--- src/rtl/wav_mcuintf_msg_ctrl.sv ---
// rtl/wav_mcuintf_msg_ctrl.sv - mailbox req/ack handshake tracker with sticky events and irqs

// One mailbox channel: 4-phase req/ack FSM, payload capture and per-phase timeout
module wav_mcuintf_msg_ch #(
  parameter int DWIDTH  = 32,
  parameter int IDWIDTH = 32,
  parameter int TOW     = 16
) (
  input  logic               clk,
  input  logic               rst,
  input  logic [DWIDTH-1:0]  data,
  input  logic [IDWIDTH-1:0] id,
  input  logic               req,
  input  logic               ack,
  input  logic [TOW-1:0]     timeout_cfg,
  output logic [DWIDTH-1:0]  data_q,
  output logic [IDWIDTH-1:0] id_q,
  output logic [1:0]         state,
  output logic               req_evt,
  output logic               ack_evt,
  output logic               err_evt
);

  typedef enum logic [1:0] {IDLE = 2'd0, REQ = 2'd1, ACK = 2'd2, DONE = 2'd3} state_t;

  state_t         cur;
  state_t         nxt;
  logic [TOW-1:0] cnt;
  logic           capture;
  logic           timed_out;

  assign state = cur;

  // Next-state and event decode; a stalled phase that reaches the limit is forced back to IDLE
  always_comb begin
    nxt       = cur;
    req_evt   = 1'b0;
    ack_evt   = 1'b0;
    err_evt   = 1'b0;
    capture   = 1'b0;
    timed_out = 1'b0;
    case (cur)
      IDLE: begin
        if (req) begin
          nxt     = REQ;
          capture = 1'b1;
          req_evt = 1'b1;
        end else if (ack) begin
          err_evt = 1'b1;
        end
      end
      REQ: begin
        if (!req) begin
          nxt     = IDLE;
          err_evt = 1'b1;
        end else if (ack) begin
          nxt     = ACK;
          ack_evt = 1'b1;
        end
      end
      ACK: begin
        if (!req) nxt = DONE;
      end
      DONE: begin
        if (!ack) nxt = IDLE;
        else if (req) err_evt = 1'b1;
      end
      default: nxt = IDLE;
    endcase
    if ((timeout_cfg != '0) && (cur != IDLE) && (nxt == cur) &&
        (cnt == timeout_cfg - TOW'(1))) begin
      timed_out = 1'b1;
      err_evt   = 1'b1;
      nxt       = IDLE;
    end
  end

  // State, phase counter and payload registers; payload only reloads on a new request
  always_ff @(posedge clk or posedge rst) begin
    if (rst) begin
      cur    <= IDLE;
      cnt    <= '0;
      data_q <= '0;
      id_q   <= '0;
    end else begin
      cur <= nxt;
      if ((nxt != cur) || (cur == IDLE) || timed_out) cnt <= '0;
      else if (cnt != '1) cnt <= cnt + TOW'(1);
      if (capture) begin
        data_q <= data;
        id_q   <= id;
      end
    end
  end

endmodule

// Top: two independent channels, shared sticky status and maskable interrupts
module wav_mcuintf_msg_ctrl #(
  parameter int DWIDTH  = 32,
  parameter int IDWIDTH = 32,
  parameter int TOW     = 16
) (
  input  logic               i_hclk,
  input  logic               i_hreset,
  input  logic [DWIDTH-1:0]  i_h2m_data,
  input  logic [IDWIDTH-1:0] i_h2m_id,
  input  logic               i_h2m_req,
  input  logic               i_h2m_ack,
  input  logic [DWIDTH-1:0]  i_m2h_data,
  input  logic [IDWIDTH-1:0] i_m2h_id,
  input  logic               i_m2h_req,
  input  logic               i_m2h_ack,
  input  logic [TOW-1:0]     i_timeout_cfg,
  input  logic [5:0]         i_evt_clr,
  input  logic [5:0]         i_mcu_irq_en,
  input  logic [5:0]         i_host_irq_en,
  output logic [DWIDTH-1:0]  o_h2m_data_q,
  output logic [IDWIDTH-1:0] o_h2m_id_q,
  output logic [DWIDTH-1:0]  o_m2h_data_q,
  output logic [IDWIDTH-1:0] o_m2h_id_q,
  output logic [1:0]         o_h2m_state,
  output logic [1:0]         o_m2h_state,
  output logic [5:0]         o_evt_status,
  output logic               o_mcu_irq,
  output logic               o_host_irq
);

  logic h2m_req_evt, h2m_ack_evt, h2m_err_evt;
  logic m2h_req_evt, m2h_ack_evt, m2h_err_evt;
  logic [5:0] evt_set;

  wav_mcuintf_msg_ch #(.DWIDTH(DWIDTH), .IDWIDTH(IDWIDTH), .TOW(TOW)) u_h2m (
    .clk(i_hclk), .rst(i_hreset),
    .data(i_h2m_data), .id(i_h2m_id), .req(i_h2m_req), .ack(i_h2m_ack),
    .timeout_cfg(i_timeout_cfg),
    .data_q(o_h2m_data_q), .id_q(o_h2m_id_q), .state(o_h2m_state),
    .req_evt(h2m_req_evt), .ack_evt(h2m_ack_evt), .err_evt(h2m_err_evt)
  );

  wav_mcuintf_msg_ch #(.DWIDTH(DWIDTH), .IDWIDTH(IDWIDTH), .TOW(TOW)) u_m2h (
    .clk(i_hclk), .rst(i_hreset),
    .data(i_m2h_data), .id(i_m2h_id), .req(i_m2h_req), .ack(i_m2h_ack),
    .timeout_cfg(i_timeout_cfg),
    .data_q(o_m2h_data_q), .id_q(o_m2h_id_q), .state(o_m2h_state),
    .req_evt(m2h_req_evt), .ack_evt(m2h_ack_evt), .err_evt(m2h_err_evt)
  );

  assign evt_set = {m2h_err_evt, m2h_ack_evt, m2h_req_evt,
                    h2m_err_evt, h2m_ack_evt, h2m_req_evt};

  // Sticky status (a new event beats a same-cycle clear); irqs lag status by one cycle
  always_ff @(posedge i_hclk or posedge i_hreset) begin
    if (i_hreset) begin
      o_evt_status <= '0;
      o_mcu_irq    <= 1'b0;
      o_host_irq   <= 1'b0;
    end else begin
      o_evt_status <= (o_evt_status & ~i_evt_clr) | evt_set;
      o_mcu_irq    <= |(o_evt_status & i_mcu_irq_en);
      o_host_irq   <= |(o_evt_status & i_host_irq_en);
    end
  end

endmodule

--- config.mk ---
export PLATFORM = sky130hd
export DESIGN_NAME = wav_mcuintf_msg_ctrl
export DESIGN_NICKNAME = d
export VERILOG_FILES = /design/src/rtl/wav_mcuintf_msg_ctrl.sv
export SDC_FILE = /design/constraint.sdc
export NUM_CORES = 1
export LEC_CHECK = 0
export ABC_AREA = 1
export CAP_MARGIN = 25
export CORE_MARGIN = 1.5
export CORE_UTILIZATION = 50
export CTS_BUF_LIST = sky130_fd_sc_hd__clkbuf_8
export DETAILED_ROUTE_END_ITERATION = 16
export PLACE_DENSITY = 0.89
export REMOVE_ABC_BUFFERS = 1
export SYNTH_ARGS = -nofsm -noshare
export SYNTH_HDL_FRONTEND = slang
export SYNTH_SLANG_ARGS = --single-unit
--- constraint.sdc ---
create_clock -name i_hclk -period 13.2 [get_ports i_hclk]
set_clock_uncertainty 0.1 [all_clocks]
set_input_delay 2.64 -clock i_hclk [delete_from_list [all_inputs] [get_ports i_hclk]]
set_output_delay 2.64 -clock i_hclk [all_outputs]
set_load 0.1 [all_outputs]
==> results.json, run 1 <==
{
  "required_ns": 10.46,
  "reg2reg_to": "u_h2m.cnt[14]$_DFFE_PP0P_",
  "period_minus_slack_ns": 4.89,
  "htree_num_levels": 4,
  "firstDrtPassIters": 6,
  "drv_cap": 0,
  "setup_viol": 0,
  "area_growth_pct": 45.5,
  "rows": 46,
  "dr.max_layer_used": "met4",
  "vias_per_cell": 5.19,
  "clk_pin_slew_ns": 0.10,
  "reg2reg_from": "u_h2m.cnt[0]$_DFFE_PP0P_",
  "track_usage_pct": 29.1,
  "vias": 7116,
  "hpwlAfterDp_um": 19000,
  "ys.flop_type": "dfrtp_1",
  "cts_resized": 0,
  "drc_errors": 0,
  "ant_nets": 0,
  "fp.dieArea_um2": 17200,
  "fillers": 1127,
  "status": "finished, final reports clean",
  "die_w_um": 131,
  "multiInputGateArea_um2": 3520,
  "clock_latency_ns": 0.45,
  "async_reset_ff_share_pct": 100,
  "critPathMaxStageDelay_ns": 1.23,
  "cp_max_fo": 8,
  "worst-r2r-setup-slack_ns": 10.88,
  "critPathBufInv": 1,
  "start_util_pct": 51.5,
  "timing.setup.critical_path_class": "reg -> out",
  "ys_seq_area_share_pct": 52.4,
  "io_pins": 308,
  "die_y_um": 131,
  "worstMarginPinSlew_ns": 1.07,
  "diodes": 0,
  "grt_overflow_total": 0,
  "grt_start_max_net_pins": 98,
  "synth_cells": 829,
  "ys_seq_elements": 172,
  "synth_edf_count": 0,
  "hold_class": "reg -> reg",
  "grt_pass1_wl_um": 39000,
  "drt_iter0_drc": 387,
  "hp-start": "u_h2m.data_q[30]$_DFFE_PP0P_",
  "syn_area_per_cell_um2": 9.91,
  "cts_root_buffer": "clkbuf_8",
  "rsz0062_at_grt": "false",
  "whs_path_depth": 1,
  "finalHoldViolCount": 0,
  "synthesis.area_um2": 8210,
  "maxSlewHeadroom_pct": 28.7,
  "dr_wl_met2_um": 12600,
  "fin_crit_sh_pct": 37.0,
  "arrival_ns": 2.15,
  "met3_length_um": 2040,
  "register_area_um2": 4300,
  "fin_nets": 1314,
  "gp_congestion": 0.871,
  "cts_buffer_depth": 2,
  "core_um2": 15900,
  "layout-drive-gt1-share_pct": 16.9,
  "reg2reg_depth": 10,
  "yosysUniqueCellTypes": 37,
  "setup_tns_ns": 0,
  "crit_slowest_cell": "clkdlybuf4s50_1",
  "io_buffers": 307,
  "grt_pass1_vias": 7509,
  "cts_hold_repair.buffers": 0,
  "cts_buffers": 17,
  "antenna_found_initial": 0,
  "worstPathCellList": "clkdlybuf4s50_1",
  "clock.fmax_mhz": 205,
  "cts_tree": "done",
  "cp_top_family": "buffers and inverters",
  "wirelength_um": 25100,
  "yosys_warnings": 0,
  "routedWlPerCell_um": 18.3,
  "cts.sink_count": 172,
  "holdPathEnd": "u_h2m.data_q[30]$_DFFE_PP0P_",
  "post_cts_buffers": 0,
  "slew_viol_final": 0,
  "critPathLaunchType": "flop",
  "wl_met1_um": 9360,
  "critPathCaptureType": "primary output"
}
-- how the worst max path moves through the flow --
stage | from | endpoint | slack, ns | cells after the start
6_report | u_m2h.state[0]$_DFF_PP0_ | o_m2h_state[0] | 8.31 | 1
5_1_grt | u_m2h.state[0]$_DFF_PP0_ | o_m2h_state[0] | 8.23 | 1
4_1_cts | u_m2h.state[0]$_DFF_PP0_ | o_m2h_state[0] | 8.30 | 1
3_5_place_dp | i_timeout_cfg[0] | u_m2h.cnt[15]$_DFFE_PP0P_ | 8.05 | 15
3_3_place_gp | i_timeout_cfg[0] | u_m2h.cnt[12]$_DFFE_PP0P_ | 8.13 | 15
2_1_floorplan | i_hreset | o_evt_status[0]$_DFF_PP0_ | 5.80 | 1
-- placed cells by master (no fill, tap or decap), types with 2 or more instances in the layout --
| cell type | synthesis | routed |
|---|---|---|
| dfrtp_1 | 172 | 172 |
| nand3b_1 | 2 | 2 |
| inv_1 | 85 | 84 |
| o21ai_0 | 16 | 16 |
| buf_16 | 0 | 2 |
| clkdlybuf4s50_1 | 0 | 307 |
| nor3_1 | 7 | 7 |
| clkinvlp_4 | 0 | 4 |
| clkbuf_8 | 0 | 17 |
| xor2_1 | 16 | 16 |
| inv_6 | 0 | 3 |
| nor2_4 | 3 | 3 |
| buf_4 | 0 | 2 |
| nor2_2 | 13 | 13 |
| ha_1 | 3 | 3 |
| mux2_2 | 128 | 128 |
| nor2_1 | 73 | 73 |
| nand3_2 | 2 | 3 |
| nand4_1 | 8 | 8 |
| a221oi_1 | 2 | 2 |
| nor3_2 | 2 | 2 |
| a22o_1 | 4 | 4 |
| o21ai_1 | 2 | 2 |
| inv_8 | 0 | 4 |
| nand2_1 | 170 | 170 |
| nand2_2 | 2 | 2 |
| nand3_1 | 86 | 84 |
| clkinv_2 | 0 | 2 |
| a21oi_1 | 4 | 4 |
-- cells in the mapped netlist, types with 2 or more instances --
cell,number,area (µm²)
nand3_1,86,430
mux2_2,128,1440
dfrtp_1,172,4300
nand2_2,2,12.5
nand4_1,8,50.1
clkbuf_1,4,15.0
buf_2,10,50.1
nand2_1,170,638
buf_6,2,22.5
inv_1,85,319
nand3_2,2,20.0
ha_1,3,37.5
a21oi_1,4,20.0
nor3_1,7,35.0
a22o_1,4,35.0
nand3b_1,2,15.0
nor2_1,73,274
nor2_4,3,33.8
nor2_2,13,81.3
o21ai_1,2,10.0
a221oi_1,2,17.5
o21ai_0,16,80.1
xor2_1,16,140
nor3_2,2,20.0
-- registers in the layout (all words and copies together), names as in the netlist --
name          flops
u_h2m.id_q       32
o_evt_status      6
o_host_irq        1
u_m2h.id_q       32
u_h2m.cnt        16
u_h2m.state       2
u_m2h.state       2
u_m2h.cnt        16
u_m2h.data_q     32
o_mcu_irq         1
u_h2m.data_q     32
-- kinds of logic after synthesis --
family	Yosys count	share of synthesized area, %
AND/OR/NAND/NOR	374	20.2
flip-flops	172	52.4
adder cells (fa/ha/maj)	3	0.457
buffers and inverters	102	5.00
multiplexers	128	17.5
XOR/XNOR	17	1.81
AO/OA/AOI/OAI	33	2.57
-- final cells by class --
type | count | area share [%]
flip-flops and latches | 172 | 36.0
multi-input cells | 555 | 29.4
repair buffers | 311 | 26.3
inverters | 86 | 2.74
well taps | 216 | 2.26
clock buffers | 17 | 1.96
clock inverters | 15 | 1.32
-- metal layers --
metal  global-route usage [%]  vias to the layer above
met1                     31.7                     3388
met2                     51.6                      302
met5                        0                        -
li1                         -                     3355
met3                     9.53                       71
met4                     13.0                        0
-- per-stage QoR --
step | std cells | hold WS (ns) | setup slack (ns) | cell area (µm²) | utilization [%]
floorplan | 813 | 0.423 | 5.80 | 8130 | -
global placement | 1338 | 0.386 | 8.13 | 11500 | 72.2
detailed placement | 1339 | 0.392 | 8.05 | 11500 | 72.4
CTS | 1371 | 0.416 | 8.30 | 11900 | 74.8
global route | 1372 | 0.427 | 8.23 | 12000 | 75.0
finish | 1372 | 0.412 | 8.31 | 12000 | 75.0
Power of run 1 is left out: the tool's default activity adds up to more than one toggle a clock period on the data nets, which glitch-free logic cannot reach.
==> run 2: changes to the inputs <==
--- a/config.mk
+++ b/config.mk
@@ -8,10 +8,10 @@
 export ABC_AREA = 1
 export CAP_MARGIN = 25
 export CORE_MARGIN = 1.5
-export CORE_UTILIZATION = 50
+export CORE_UTILIZATION = 46
 export CTS_BUF_LIST = sky130_fd_sc_hd__clkbuf_8
 export DETAILED_ROUTE_END_ITERATION = 16
-export PLACE_DENSITY = 0.89
+export PLACE_DENSITY = 0.83
 export REMOVE_ABC_BUFFERS = 1
 export SYNTH_ARGS = -nofsm -noshare
 export SYNTH_HDL_FRONTEND = slang
==> constraint.sdc (replaced) <==
create_clock -name i_hclk -period 4.87 [get_ports i_hclk]
set_clock_uncertainty 0.1 [all_clocks]
set_input_delay 0.974 -clock i_hclk [delete_from_list [all_inputs] [get_ports i_hclk]]
set_output_delay 0.974 -clock i_hclk [all_outputs]
set_load 0.1 [all_outputs]
==> run 2 against run 1 <==
- core utilization decreased by 5.9 points
- sequential share of layout area shrank 0.086 points
- sequential cell count unchanged
- via count down 0.67%
- die area increased by 8.5%
- cell count is 0.73% higher
- critical endpoint unchanged
==> results.json, run 2 (synthesized netlist as in run 1, its figures left out) <==
{
  "arrival_ns": 2.14,
  "layout-drive-gt1-share_pct": 16.9,
  "final_common_cell": "clkdlybuf4s50_1",
  "grt_overflow_total": 0,
  "worstMarginPinSlew_ns": 1.08,
  "fin_crit_sh_pct": 66.0,
  "cp_max_fo": 8,
  "clock_latency_ns": 0.47,
  "mostFrequentLayoutCells": "clkdlybuf4s50_1 (307), dfrtp_1 (172), nand2_1 (170)",
  "vias": 7068,
  "track_usage_pct": 25.6,
  "hold_class": "reg -> reg",
  "cts_buffer_depth": 2,
  "slew_viol_final": 0,
  "cts_root_buffer": "clkbuf_8",
  "rows": 48,
  "place_ws_ns": 1.38,
  "placedCellCount": 1350,
  "cts_buffers": 17,
  "period_minus_slack_ns": 3.22,
  "whs_ns": 0.408,
  "post_cts_buffers": 0,
  "die_y_um": 137,
  "critPathLaunchType": "flop",
  "cp_top_family": "buffers and inverters",
  "fp.dieArea_um2": 18700,
  "firstDrtPassIters": 5,
  "fin_cells": 1382,
  "status": "finished, final reports clean",
  "start_util_pct": 47.3,
  "drc_errors": 0,
  "timing.setup.critical_path_class": "reg -> out",
  "io_pins": 308,
  "wirelength_um": 23800,
  "fin_ws_ns": 1.65,
  "vias_per_cell": 5.11,
  "crit_slowest_cell": "clkdlybuf4s50_1",
  "io_buffers": 307,
  "cts_hold_repair.buffers": 0,
  "cts_resized": 0,
  "antenna_found_initial": 0,
  "gp_congestion": 0.897,
  "diodes": 0,
  "setup_viol": 0,
  "critPathCaptureType": "primary output",
  "htree_num_levels": 4,
  "worstPathCellList": "clkdlybuf4s50_1",
  "clk_pin_slew_ns": 0.09,
  "finalHoldViolCount": 0,
  "critPathBufInv": 1,
  "required_ns": 3.80,
  "fin_nets": 1316,
  "hpwlAfterDp_um": 18300,
  "ant_nets": 0,
  "cts.sink_count": 172,
  "drt_iter0_drc": 330,
  "rsz0062_at_grt": "false",
  "drv_cap": 0,
  "grt_pass1_wl_um": 36400,
  "grt_start_max_net_pins": 97,
  "core_um2": 17400,
  "clock.fmax_mhz": 311,
  "routedWlPerCell_um": 17.2,
  "maxSlewHeadroom_pct": 27.6,
  "area_growth_pct": 45.9,
  "grt_pass1_vias": 7114,
  "cts_tree": "done",
  "die_w_um": 137,
  "critPathMaxStageDelay_ns": 1.22
}
## run 2: cell count changes in the layout (fill, tap and decap cells not counted), sizes merged
cell / delta
clkinvlp: -3
buf: +2
clkbuf: +2
bufinv: +1
inv: -1
## run 2: through the flow
step,instance area (µm²),util [%],setup TNS (ns)
3_3_place_gp,11500,66.5,0
2_1_floorplan,8130,-,-148.63
4_1_cts,12000,68.9,0
6_report,12000,69.0,0
3_5_place_dp,11500,66.5,0
5_1_grt,12000,69.0,0
## run 2: layout make-up
type	instances	area [µm²]
Clock buffer	19	262
Clock inverter	12	153
Fill cell	1331	5370
Inverter	86	328
Multi-Input combinational cell	555	3520
Sequential cell	172	4300
Tap cell	225	282
Timing Repair Buffer	313	3140
## run 2: metal layers
layer  routed length, µm  global-route usage (%)  vias to the layer above  share of wire [%]
li1                    -                       -                     3350                  -
met1                9120                    29.5                     3434                 38
met2               12500                    45.6                      257                 53
met3                1760                    8.00                       27                7.4
met4                 407                    6.91                        0                1.7
met5                   0                       0                        -                  0
## run 2: worst paths after layout
path,slack (ns),depth (start not counted),end,start
setup / recovery,1.65,1,o_m2h_state[0],u_m2h.state[0]$_DFF_PP0_
hold / removal,0.41,1,u_h2m.data_q[18]$_DFFE_PP0P_,u_h2m.data_q[18]$_DFFE_PP0P_
setup reg to reg,2.51,4,u_m2h.data_q[2]$_DFFE_PP0P_,u_m2h.state[0]$_DFF_PP0_
hold reg to reg,0.41,1,u_h2m.data_q[18]$_DFFE_PP0P_,u_h2m.data_q[18]$_DFFE_PP0P_
max in group asynchronous,2.74,3,u_m2h.data_q[3]$_DFFE_PP0P_,i_hreset
min in group asynchronous,0.97,2,u_m2h.id_q[14]$_DFFE_PP0P_,i_hreset
## run 2: worst register-to-register path, stage by stage, from the launching register on
cell,delay (ns)
dfrtp_1,0.46
inv_1,0.14
nand3_2,0.71
buf_4,0.54
mux2_2,0.32
Power of run 2 is left out for the same reason.
==> run 3: changes to the inputs <==
==> constraint.sdc (replaced) <==
create_clock -name i_hclk -period 3.1 [get_ports i_hclk]
set_clock_uncertainty 0.1 [all_clocks]
set_input_delay 0.62 -clock i_hclk [delete_from_list [all_inputs] [get_ports i_hclk]]
set_output_delay 0.62 -clock i_hclk [all_outputs]
set_load 0.1 [all_outputs]
==> run 3 against run 2 <==
- critical path depth is 15 higher
- cell count is 0.58% higher
- die area stayed put
- sequential share of layout area is 0.75 points higher
- critical path type is now in -> reg
- highest routed layer unchanged
- core utilization is 1.4 points lower
- non-clock buffer count is 7 higher
- global-route usage is 0.066 points higher
- hold slack better by 0.0039 ns
==> results.json, run 3 (synthesized netlist as in run 1, its figures left out) <==
{
  "hpwlAfterDp_um": 18900,
  "rsz0062_at_grt": "false",
  "drc_errors": 0,
  "maxSlewHeadroom_pct": 61.1,
  "rows": 48,
  "grt_overflow_total": 0,
  "register_area_um2": 4300,
  "die_y_um": 137,
  "layout-drive-gt1-share_pct": 29.5,
  "grt_pass1_vias": 7309,
  "status": "finished, final reports clean",
  "track_usage_pct": 25.6,
  "ant_nets": 0,
  "dr.max_layer_used": "met4",
  "grt_pass1_wl_um": 36600,
  "io_buffers": 307,
  "clock_latency_ns": 0.45,
  "multiInputGateArea_um2": 3520,
  "cts_buffers": 17,
  "crit_slowest_cell": "clkdlybuf4s50_1",
  "area_growth_pct": 42.9,
  "clk_pin_slew_ns": 0.09,
  "antenna_found_initial": 0,
  "worstMarginPinSlew_ns": 0.583,
  "fillers": 1386,
  "fp.dieArea_um2": 18700,
  "period_minus_slack_ns": 2.63,
  "fin_nets": 1323,
  "wl_met1_um": 8790,
  "final_util_pct": 67.6,
  "placedCellCount": 1358,
  "dr_wl_met2_um": 12500,
  "cts_hold_repair.buffers": 0,
  "cts_buffer_depth": 2,
  "cts_resized": 0,
  "mostFrequentLayoutCells": "dfrtp_1 (172), nand2_1 (170), clkdlybuf4s50_1 (167)",
  "drv_cap": 0,
  "slew_viol_final": 0,
  "worst-r2r-setup-slack_ns": 0.71,
  "vias": 7121,
  "fin_crit_sh_pct": 84.9,
  "gp_congestion": 0.950,
  "io_pins": 308,
  "routedWlPerCell_um": 17.1,
  "arrival_ns": 2.87,
  "wirelength_um": 23800,
  "setup_viol": 0,
  "vias_per_cell": 5.12,
  "critPathCaptureType": "flop",
  "core_um2": 17400,
  "drt_iter0_drc": 329,
  "cts.sink_count": 172,
  "start_util_pct": 47.3,
  "fin_cells": 1390,
  "clock.fmax_mhz": 380,
  "worstPathCellList": "clkdlybuf4s50_1 > inv_2 > ha_1 > nand2_2 > nand2_1 > nand2_1 > nand2_1 > nand2_1 > nand2_1 > inv_1 > nand2_1 > nor2_1 > nand3_1 > o21bai_4 > buf_4 > nor2_1",
  "required_ns": 3.33,
  "met3_length_um": 1860,
  "timing.setup.critical_path_class": "in -> reg",
  "firstDrtPassIters": 5,
  "critPathLaunchType": "primary input",
  "final_common_cell": "dfrtp_1",
  "cts_root_buffer": "clkbuf_8",
  "crit_top_cell": "nand2_1",
  "cp_max_fo": 7,
  "cts_tree": "done",
  "critPathMaxStageDelay_ns": 0.51,
  "hold_class": "reg -> reg",
  "finalHoldViolCount": 0,
  "die_w_um": 137,
  "post_cts_buffers": 0,
  "grt_start_max_net_pins": 66,
  "htree_num_levels": 4
}
[run 3: metal layers]
| layer | track usage, % | up-vias |
|---|---|---|
| met3 | 9.19 | 44 |
| met4 | 8.69 | 0 |
| met5 | 0 | - |
| met2 | 45.4 | 272 |
| li1 | - | 3381 |
| met1 | 28.4 | 3424 |
[run 3: final cells by class]
type	instances	share of cell area, %
Antenna cell	1	0.0213
Multi-Input combinational cell	555	30.0
Clock inverter	13	1.48
Tap cell	225	2.40
Sequential cell	172	36.7
Timing Repair Buffer	320	24.6
Inverter	86	2.79
Clock buffer	18	2.11
[run 3: worst paths after layout]
check / from / to / cells past startpoint
worst max-delay path: i_timeout_cfg[0] / u_m2h.cnt[11]$_DFFE_PP0P_ / 16
worst min-delay path: u_m2h.id_q[7]$_DFFE_PP0P_ / u_m2h.id_q[7]$_DFFE_PP0P_ / 1
worst max register to register: u_h2m.cnt[1]$_DFFE_PP0P_ / u_h2m.cnt[8]$_DFFE_PP0P_ / 11
worst min register to register: u_m2h.id_q[7]$_DFFE_PP0P_ / u_m2h.id_q[7]$_DFFE_PP0P_ / 1
max in group asynchronous: i_hreset / u_m2h.data_q[24]$_DFFE_PP0P_ / 3
min in group asynchronous: i_hreset / u_m2h.id_q[9]$_DFFE_PP0P_ / 2
[run 3: through the flow]
step,hold WS (ns),worst slack [ns],instance area (µm²),TNS [ns]
after floorplan,0.423,-2.28,8130,-443.39
after global placement,0.388,0.123,11300,0
after detailed placement,0.394,0.0569,11300,0
after CTS,0.415,0.532,11700,0
after global routing,0.425,0.248,11700,0
final,0.412,0.468,11700,0
[run 3: critical path: cells and delay by family]
| family | cells | cell delay [ns] |
|---|---|---|
| AND/OR/NAND/NOR | 10 | 0.89 |
| AO/OA/AOI/OAI | 1 | 0.24 |
| adder cells (fa/ha/maj) | 1 | 0.29 |
| buffers and inverters | 4 | 0.81 |
Power of run 3 is left out for the same reason.
